===== config.mk =====
export PLATFORM = sky130hd
export DESIGN_NAME = acia_txq
export DESIGN_NICKNAME = d
export VERILOG_FILES = /design/src/rtl/acia_txq_pkg.sv /design/src/rtl/acia_txq_fifo.sv /design/src/rtl/acia_txq.sv
export SDC_FILE = /design/constraint.sdc
export NUM_CORES = 1
export LEC_CHECK = 0
export CORE_MARGIN = 8
export CORE_UTILIZATION = 48
export CTS_CLUSTER_SIZE = 24
export DETAILED_ROUTE_END_ITERATION = 6
export PLACE_DENSITY = 0.68
export SLEW_MARGIN = 20
export SYNTH_ARGS = -nofsm -noshare
export SYNTH_HDL_FRONTEND = slang
export SYNTH_SLANG_ARGS = --single-unit
export TNS_END_PERCENT = 10

===== constraint.sdc =====
create_clock -name clk -period 2.93 [get_ports clk]
set_input_delay 0.4395 -clock clk [delete_from_list [all_inputs] [get_ports clk]]
set_output_delay 0.4395 -clock clk [all_outputs]
set_load 0.01 [all_outputs]

===== src/rtl/acia_txq_pkg.sv =====
// Shared types and helpers for the queued ACIA transmitter: FSM states,
// parity mode codes, per-frame format record and baud divisor calculation.
package acia_txq_pkg;

  typedef enum logic [2:0] {
    ST_IDLE,
    ST_START,
    ST_DATA,
    ST_PARITY,
    ST_STOP
  } tx_state_e;

  typedef enum logic [1:0] {
    PAR_NONE     = 2'b00,
    PAR_EVEN     = 2'b01,
    PAR_ODD      = 2'b10,
    PAR_NONE_ALT = 2'b11
  } par_mode_e;

  // Frame format captured at pop time and held for the whole frame.
  typedef struct packed {
    logic [1:0] bits;     // data bits minus 5
    logic       par_en;
    logic       par_bit;
    logic       stop2;
  } frame_fmt_t;

  function automatic int sym_cnt_calc(input int clk_freq, input int sym_rate);
    return clk_freq / sym_rate;
  endfunction

  function automatic logic [7:0] data_mask(input logic [1:0] bits);
    return 8'hFF >> (2'd3 - bits);
  endfunction

  function automatic frame_fmt_t make_fmt(input logic [7:0] dat,
                                          input logic [1:0] bits,
                                          input par_mode_e  par,
                                          input logic       stop2);
    frame_fmt_t fmt;
    fmt.bits    = bits;
    fmt.par_en  = (par == PAR_EVEN) || (par == PAR_ODD);
    fmt.par_bit = (^(dat & data_mask(bits))) ^ (par == PAR_ODD);
    fmt.stop2   = stop2;
    return fmt;
  endfunction

endpackage


===== src/rtl/acia_txq_fifo.sv =====
// Byte-wide synchronous FIFO; a push into a full FIFO is accepted when a pop
// happens on the same clock.
module acia_txq_fifo #(
  parameter int DEPTH = 4,
  parameter int LW    = $clog2(DEPTH) + 1
) (
  input  logic          clk,
  input  logic          reset,
  input  logic          push,
  input  logic          pop,
  input  logic [7:0]    wdata,
  output logic [7:0]    rdata,
  output logic          full,
  output logic          empty,
  output logic [LW-1:0] level
);

  localparam int AW = $clog2(DEPTH);

  logic [7:0]    mem [DEPTH];
  logic [AW-1:0] wr_ptr;
  logic [AW-1:0] rd_ptr;
  logic          do_push;
  logic          do_pop;

  assign do_pop  = pop & ~empty;
  assign do_push = push & (~full | do_pop);
  assign full    = (level == LW'(DEPTH));
  assign empty   = (level == '0);
  assign rdata   = mem[rd_ptr];

  // NOTE: sequential state uses non-blocking assignments so every register
  // samples the pre-edge values regardless of statement order.
  always_ff @(posedge clk or posedge reset) begin
    if (reset) begin
      wr_ptr <= '0;
      rd_ptr <= '0;
      level  <= '0;
    end else begin
      if (do_push) wr_ptr <= wr_ptr + 1'b1;
      if (do_pop)  rd_ptr <= rd_ptr + 1'b1;
      level <= level + LW'(do_push) - LW'(do_pop);
    end
  end

  // NOTE: storage is deliberately not reset; pointers and level alone decide
  // which entries are valid, so a flush is just a pointer reset.
  always_ff @(posedge clk) begin
    if (do_push) mem[wr_ptr] <= wdata;
  end

endmodule


===== src/rtl/acia_txq.sv =====
// Queued ACIA transmitter: byte FIFO feeding a runtime-formatted serial framer
// (5-8 data bits, none/even/odd parity, 1 or 2 stop bits) timed by pclk.
module acia_txq
  import acia_txq_pkg::*;
#(
  parameter int clk_freq   = 3333333,
  parameter int sym_rate   = 115200,
  parameter int FIFO_DEPTH = 4
) (
  input  logic                         clk,
  input  logic                         reset,
  input  logic                         pclk,
  input  logic [7:0]                   tx_dat,
  input  logic                         tx_wr,
  input  logic [1:0]                   cfg_bits,
  input  logic [1:0]                   cfg_par,
  input  logic                         cfg_stop2,
  input  logic                         ovf_clr,
  output logic                         tx_serial,
  output logic                         tx_busy,
  output logic                         tx_full,
  output logic                         tx_empty,
  output logic [$clog2(FIFO_DEPTH):0]  tx_level,
  output logic                         tx_ovf
);

  localparam int LW      = $clog2(FIFO_DEPTH) + 1;
  localparam int SYM_CNT = sym_cnt_calc(clk_freq, sym_rate);
  localparam int CW      = $clog2(SYM_CNT);
  localparam logic [CW-1:0] CNT_RELOAD = CW'(SYM_CNT - 1);

  tx_state_e     state;
  logic [CW-1:0] cnt;
  logic [2:0]    bit_idx;
  logic [7:0]    shreg;
  frame_fmt_t    fmt;
  logic          stop_second;

  logic [7:0]    fifo_rdata;
  logic          fifo_full;
  logic          fifo_empty;
  logic          bit_end;
  logic          last_stop;
  logic          pop;
  logic          ovf_set;

  acia_txq_fifo #(
    .DEPTH (FIFO_DEPTH),
    .LW    (LW)
  ) u_fifo (
    .clk   (clk),
    .reset (reset),
    .push  (tx_wr),
    .pop   (pop),
    .wdata (tx_dat),
    .rdata (fifo_rdata),
    .full  (fifo_full),
    .empty (fifo_empty),
    .level (tx_level)
  );

  assign bit_end   = pclk & (cnt == '0);
  assign last_stop = (state == ST_STOP) & (~fmt.stop2 | stop_second);
  // Popping at the end of the last stop bit chains frames with no idle gap.
  assign pop       = pclk & ~fifo_empty & ((state == ST_IDLE) | (bit_end & last_stop));
  assign ovf_set   = tx_wr & fifo_full & ~pop;

  assign tx_full  = fifo_full;
  assign tx_empty = fifo_empty;
  assign tx_busy  = (state != ST_IDLE) | ~fifo_empty;

  always_ff @(posedge clk or posedge reset) begin
    if (reset) begin
      state       <= ST_IDLE;
      cnt         <= '0;
      bit_idx     <= '0;
      shreg       <= '0;
      fmt         <= '0;
      stop_second <= 1'b0;
      tx_serial   <= 1'b1;
    end else if (pop) begin
      state       <= ST_START;
      cnt         <= CNT_RELOAD;
      bit_idx     <= '0;
      shreg       <= fifo_rdata & data_mask(cfg_bits);
      fmt         <= make_fmt(fifo_rdata, cfg_bits, par_mode_e'(cfg_par), cfg_stop2);
      stop_second <= 1'b0;
      tx_serial   <= 1'b0;
    end else if (state != ST_IDLE && pclk) begin
      if (cnt != '0) begin
        cnt <= cnt - 1'b1;
      end else begin
        cnt <= CNT_RELOAD;
        case (state)
          ST_START: begin
            tx_serial <= shreg[0];
            shreg     <= shreg >> 1;
            bit_idx   <= '0;
            state     <= ST_DATA;
          end
          ST_DATA: begin
            if (bit_idx == {1'b0, fmt.bits} + 3'd4) begin
              if (fmt.par_en) begin
                tx_serial <= fmt.par_bit;
                state     <= ST_PARITY;
              end else begin
                tx_serial <= 1'b1;
                state     <= ST_STOP;
              end
            end else begin
              tx_serial <= shreg[0];
              shreg     <= shreg >> 1;
              bit_idx   <= bit_idx + 1'b1;
            end
          end
          ST_PARITY: begin
            tx_serial <= 1'b1;
            state     <= ST_STOP;
          end
          ST_STOP: begin
            if (fmt.stop2 && !stop_second) stop_second <= 1'b1;
            else                           state       <= ST_IDLE;
          end
          default: state <= ST_IDLE;
        endcase
      end
    end
  end

  // Set wins over clear so an overflow coinciding with ovf_clr is not lost.
  always_ff @(posedge clk or posedge reset) begin
    if (reset)        tx_ovf <= 1'b0;
    else if (ovf_set) tx_ovf <= 1'b1;
    else if (ovf_clr) tx_ovf <= 1'b0;
  end

endmodule


# Word-level counts from Yosys, hierarchy flattened
# Memories as Yosys holds them, arrays and structs flattened.
# Index checks and enable logic that the tools add are counted.
# word_totals
regBits	34
latchBits	0
ram_bits	32
romBits	0
output_inout_bits	8
n_memories	1
# memory_table
memory	words	width	rd	rd_clocked_by_memory_dff	wr	line	source
u_fifo.mem	4	8	1	0	1	acia_txq_fifo.sv:20	logic [7:0] mem [DEPTH];
# classes
add_sub_neg	8
n_mul	0
div_mod_pow	0
magnitude_cmp	0
n_eq_ne	12
n_shift	1
n_mux	35
bitwise	19
reduce_logical	20
# ops
operator	count
8-bit 2-to-1 mux	4
3-bit 2-to-1 mux	10
8-bit case mux with 2 select lines	1
5-bit 2-to-1 mux	3
1-bit 2-to-1 mux	14
3-bit case mux with 4 select lines	1
4-bit AND reduction	3
1-bit bitwise AND	9
3-bit inequality test (second input constant)	3
8-bit bitwise AND	1
2-bit nonzero test	4
8-bit parity	1
8-bit by 2-bit >> shifter with 8-bit output (first input constant)	1
3-bit by 2-bit equality test with 1-bit output (second input constant)	2
3-bit equality test (second input constant)	2
3-bit logical NOT	2
3-bit case mux with 2 select lines	1
3-bit nonzero test	2
5-bit logical NOT	1
5-bit nonzero test	1
5-bit by 1-bit subtractor with 5-bit output (second input constant)	1
2-bit by 1-bit adder with 2-bit output (second input constant)	2
1-bit NOT	4
1-bit bitwise OR	4
17 further kinds	18

# Depth between registers and ports, before layout
# depth
ltp_word	11
mapped_depth	12
depth_no_buf	12

# Modules after synthesis
# From an unflattened synthesis, not the netlist that was laid out.
# unflattened
cells_unflattened	233
area_unflattened_um2	3148.0
# modules_own_cells
mod	n_inst	cells_each	area_per_inst_um2
acia_txq_fifo	1	78	1581.5
acia_txq	1	155	1566.5

# Worst setup path after synthesis
# No wires, ideal clock.
# synth_path
kind	register -> register
startpoint	reg cnt[0]
endpoint	reg u_fifo.level[2]
setup_time_ps	80
arrival_time_ps	2591
slack_ps	259
path_stages_with_launch	13
cell_sequence	dfrtp_1 -> inv_1 -> ha_1 -> or4b_4 -> o21ai_4 -> nand4_4 -> clkinv_1 -> ha_1 -> inv_1 -> ha_1 -> fa_1 -> xnor2_1 -> xnor2_1
# synth_via
elab_chain_len	10
# synth_rtl
item	line	source
from (decl)	acia_txq.sv:33	logic [CW-1:0] cnt;
from (signal assigned)	acia_txq.sv:91	cnt <= cnt - 1'b1;
5-bit logical NOT *	acia_txq.sv:62	assign bit_end = pclk & (cnt == '0);
1-bit bitwise AND *	acia_txq.sv:62	
1-bit bitwise AND *	acia_txq.sv:65	assign pop = pclk & ~fifo_empty & ((state == ST_IDLE) | (bit_end & last_stop));
1-bit bitwise OR *	acia_txq.sv:65	
1-bit bitwise AND *	acia_txq.sv:65	
1-bit bitwise AND *	acia_txq_fifo.sv:26	assign do_pop = pop & ~empty;
named net u_fifo.do_pop	acia_txq_fifo.sv:24	logic do_pop;
1-bit bitwise OR	acia_txq_fifo.sv:27	assign do_push = push & (~full | do_pop);
1-bit bitwise AND	acia_txq_fifo.sv:27	
3-bit by 1-bit adder with 3-bit output	acia_txq_fifo.sv:42	level <= level + LW'(do_push) - LW'(do_pop);
3-bit by 1-bit subtractor with 3-bit output *	acia_txq_fifo.sv:42	
to (signal assigned)	acia_txq_fifo.sv:42	
to (decl)	acia_txq_fifo.sv:15	output logic [LW-1:0] level
# The timed path passes the listed nets; every way through them passes the cells marked *.
# A chain may end at the register's enable or synchronous reset.

# Worst setup path after layout
# Same ends and word-level chain as after synthesis.

==> key figures <==
Final layout
  • Layout area overhead: 18.7%
  • Register area: 1810 um^2
  • Area of the multi-input gates: 1240 um^2
  • Fillcell total: 519
  • Finished Core Util: 59.2%
  • NumNets Final: 299
  • Diodes inserted: 0
  • Layout cell share with drive strength beyond 1: 13.8%

Synthesis
  • Cell variety after synth: 57
  • Top cells by area, synth: edfxtp_1 (30%), dfrtp_1 (26%), mux4_1 (5.0%), ha_1 (3.9%), xnor2_1 (3.0%)
  • Mapped cell area: 3180 um^2
  • Mux share of post-synthesis cell area: 7.70%
  • Sequential fraction of the synthesis area: 56.9%
  • Syn nets: 266
  • Post-Syn Instances: 237
  • Synth area leader: edfxtp_1
  • Share of flip-flops with an asynchronous set or reset: 51.5%
  • Most numerous cell in the Yosys netlist: dfrtp_1
  • Number of synthesized register bits: 66
  • Yosys top cell area share: 30.2%
  • Top post-synthesis cells by count: dfrtp_1 (33), edfxtp_1 (32), nand2_1 (23)
  • Main combinational cell family by area after synthesis: compound AO/OA/AOI/OAI gates
  • Synth Area in Compound Gates: 11.9%
  • Synthesis Warnings: 0
  • Post-synth EDFFs: 32
  • Adder-cell share of the synthesized area: 4.56%
  • Syn Area/Cell: 13.4 um^2
  • Most used flip-flop cell after synthesis: dfrtp_1
  • Simple-Gate Fraction of Synth Area: 9.71%
  • Post-synthesis xor/xnor area fraction: 5.07%

Critical path
  • Crit Path Max Fanout: 3
  • FF-to-FF path depth: 12
  • CP arrival: 2890 ps
  • R2R Path Start: cnt[0]$_DFFE_PP0P_
  • Reg2Reg Capture Point: u_fifo.level[2]$_DFF_PP0_
  • Type of origin of the critical path: flop
  • Top cell by count, worst path: ha_1
  • Crit path kind: flop to flop
  • Required time of the critical path: 3190 ps
  • CP Cell Sequence: inv_1, ha_1, or4b_4, o21ai_4, nand4_4, clkinv_1, ha_1, inv_1, ha_1, fa_1, xnor2_1, xnor2_1
  • Critical Path Slowest Stage Cell: or4b_4
  • Crit. End Element: flop
  • R2R setup slack: 310 ps
  • Worst path max stage delay: 490 ps

Power and ir drop
  • Pleak: 1.52 nW
  • Worst VDD drop: 523 uV
  • Cell Pwr Density: 1010 nW/um^2

Clock tree
  • Postcts setup bufs: 0
  • H-tree depth: 3
  • Num CTS Buffers: 9
  • Clock slew at reported path FFs: 80 ps
  • Clk_lat worst skew: 340 ps
  • CTS Sinks: 66
  • Post-CTS sizing: 0
  • CTS root buffer: clkbuf_8
  • Cts-stage hold buffer count: 0
  • Clock Path Buffers: 2
  • TritonCTS clock tree: built

Routing
  • Drt drc: 0
  • DRT Pass-1 Iters: 4
  • Post-route ant nets: 0
  • Routed len/inst: 16.0 um
  • Via density: 5.48
  • Initial DRC count: 100
  • Vias: 1930
  • WL final: 5640 um

Timing
  • Setup slack after layout: 305 ps
  • RSZ-0062 raised after global routing: no
  • Final setup viols: 0
  • Fmax: 0.381 GHz
  • Setup Skew: 7.22 ps
  • Rel. slew slack: 40.7%
  • Fin Setup TNS: 0 ps
  • Worst slew pin tran: 887 ps
  • Tmin final: 2620 ps
  • Max Slew Vio Count: 0
  • Ratio of final minimum period to clock period: 89.6%
  • Fin. Hold Viols: 0

Global route
  • Initial antenna violation count: 0
  • Global Route Usage Sum: 12.5%
  • Vias in the first global route: 1976
  • Largest net degree at the start of global routing: 35
  • Remaining global-route overflow: 0
  • Global-route wire length before repair: 9640 um

Place
  • Post-DP HPWL: 3990 um
  • Number of buffers added on ports: 25
  • Placer Congestion: 0.780
  • Placement Setup Slack: 310 ps

Worst hold path
  • Hold/Removal Path Class: input pin to async pin

Floorplan
  • Initial Util: 49.9%
  • Die Y-Extent: 97.5 um
  • Die width: 97.5 um
  • Die ar.: 9500 um^2
  • Core ar.: 6390 um^2
  • Num rows: 29
  • IO Pins: 26

Outcome
  • Status: complete, no violations

Job
  • Max-cap viol count: 0
flip-flops by register name, summed over array words and instances (netlist names):
signal,cells
cnt,5
u_fifo.level,3
tx_serial,1
state,3
tx_ovf,1
fmt,5
u_fifo.mem,32
stop_second,1
u_fifo.wr_ptr,2
shreg,8
u_fifo.rd_ptr,2
bit_idx,3
metrics by stage:
stage	instances	total power, mW	hold slack (ps)	area (um^2)
floorplan	237	2.49	447	3180
global placement	336	2.82	479	3510
detailed placement	336	2.85	488	3510
CTS	352	3.85	505	3780
global route	352	4.06	526	3780
finish	352	3.82	498	3780
power by group:
part	internal (mW)	leakage (nW)	switching [mW]	total (mW)
sequential	1.28	0.707	0.246	1.53
clock	0.651	0.129	0.356	1.01
combinational	0.678	0.687	0.605	1.28
layout by cell type, fill, tap and decap left out, types with 6 or more instances in the layout:
cell and instances:
edfxtp_1 32, mux4_1 6, clkdlybuf4s50_1 25, dfrtp_1 33
ha_1 10, clkbuf_8 9, inv_1 18, buf_4 6
o22ai_1 6, nor2_1 10, xnor2_1 11, a2bb2oi_2 6
o21ai_0 8, nand2_1 23
final cells by class:
| cell class | count | share of cell area [%] |
|---|---|---|
| sequential | 66 | 48.0 |
| multi-input combinational | 143 | 32.8 |
| timing repair buffer | 31 | 7.81 |
| clock inverter | 7 | 3.74 |
| clock buffer | 9 | 3.28 |
| tap | 77 | 2.55 |
| inverter | 19 | 1.89 |
how the worst max path moves through the flow:
stage	startpoint	to	slack (ps)	cells past startpoint
final	cnt[0]$_DFFE_PP0P_	u_fifo.level[2]$_DFF_PP0_	310	12
after global routing	cnt[0]$_DFFE_PP0P_	u_fifo.level[2]$_DFF_PP0_	130	12
after CTS	cnt[0]$_DFFE_PP0P_	u_fifo.level[2]$_DFF_PP0_	290	12
after detailed placement	cnt[0]$_DFFE_PP0P_	u_fifo.level[2]$_DFF_PP0_	310	12
after global placement	cnt[0]$_DFFE_PP0P_	u_fifo.level[2]$_DFF_PP0_	370	12
after floorplan	cnt[0]$_DFFE_PP0P_	u_fifo.level[2]$_DFF_PP0_	260	12
layer usage:
| layer | track usage [%] | up-vias | share of wire, % |
|---|---|---|---|
| met5 | 0 | - | 0 |
| met3 | 2.77 | 9 | 3.2 |
| met1 | 15.6 | 943 | 47 |
| met2 | 19.2 | 43 | 48 |
| li1 | - | 935 | - |
| met4 | 7.46 | 0 | 2.0 |
cell families after synthesis:
kind of cell | count (synthesis)
AO/OA/AOI/OAI | 45
adder cells (fa/ha/maj) | 11
XOR/XNOR | 16
flip-flops | 66
AND/OR/NAND/NOR | 59
multiplexers | 12
buffers and inverters | 28
worst max-delay path, delay by kind of cell, from the launching register on:
kind	cells	cell delay [ps]
fa+ha+maj	4	790
compound gates	1	200
buf+inv	3	200
xor+xnor	2	330
simple gates	2	600
flops	1	400
Note: power is estimated with default switching activity, not from simulation.
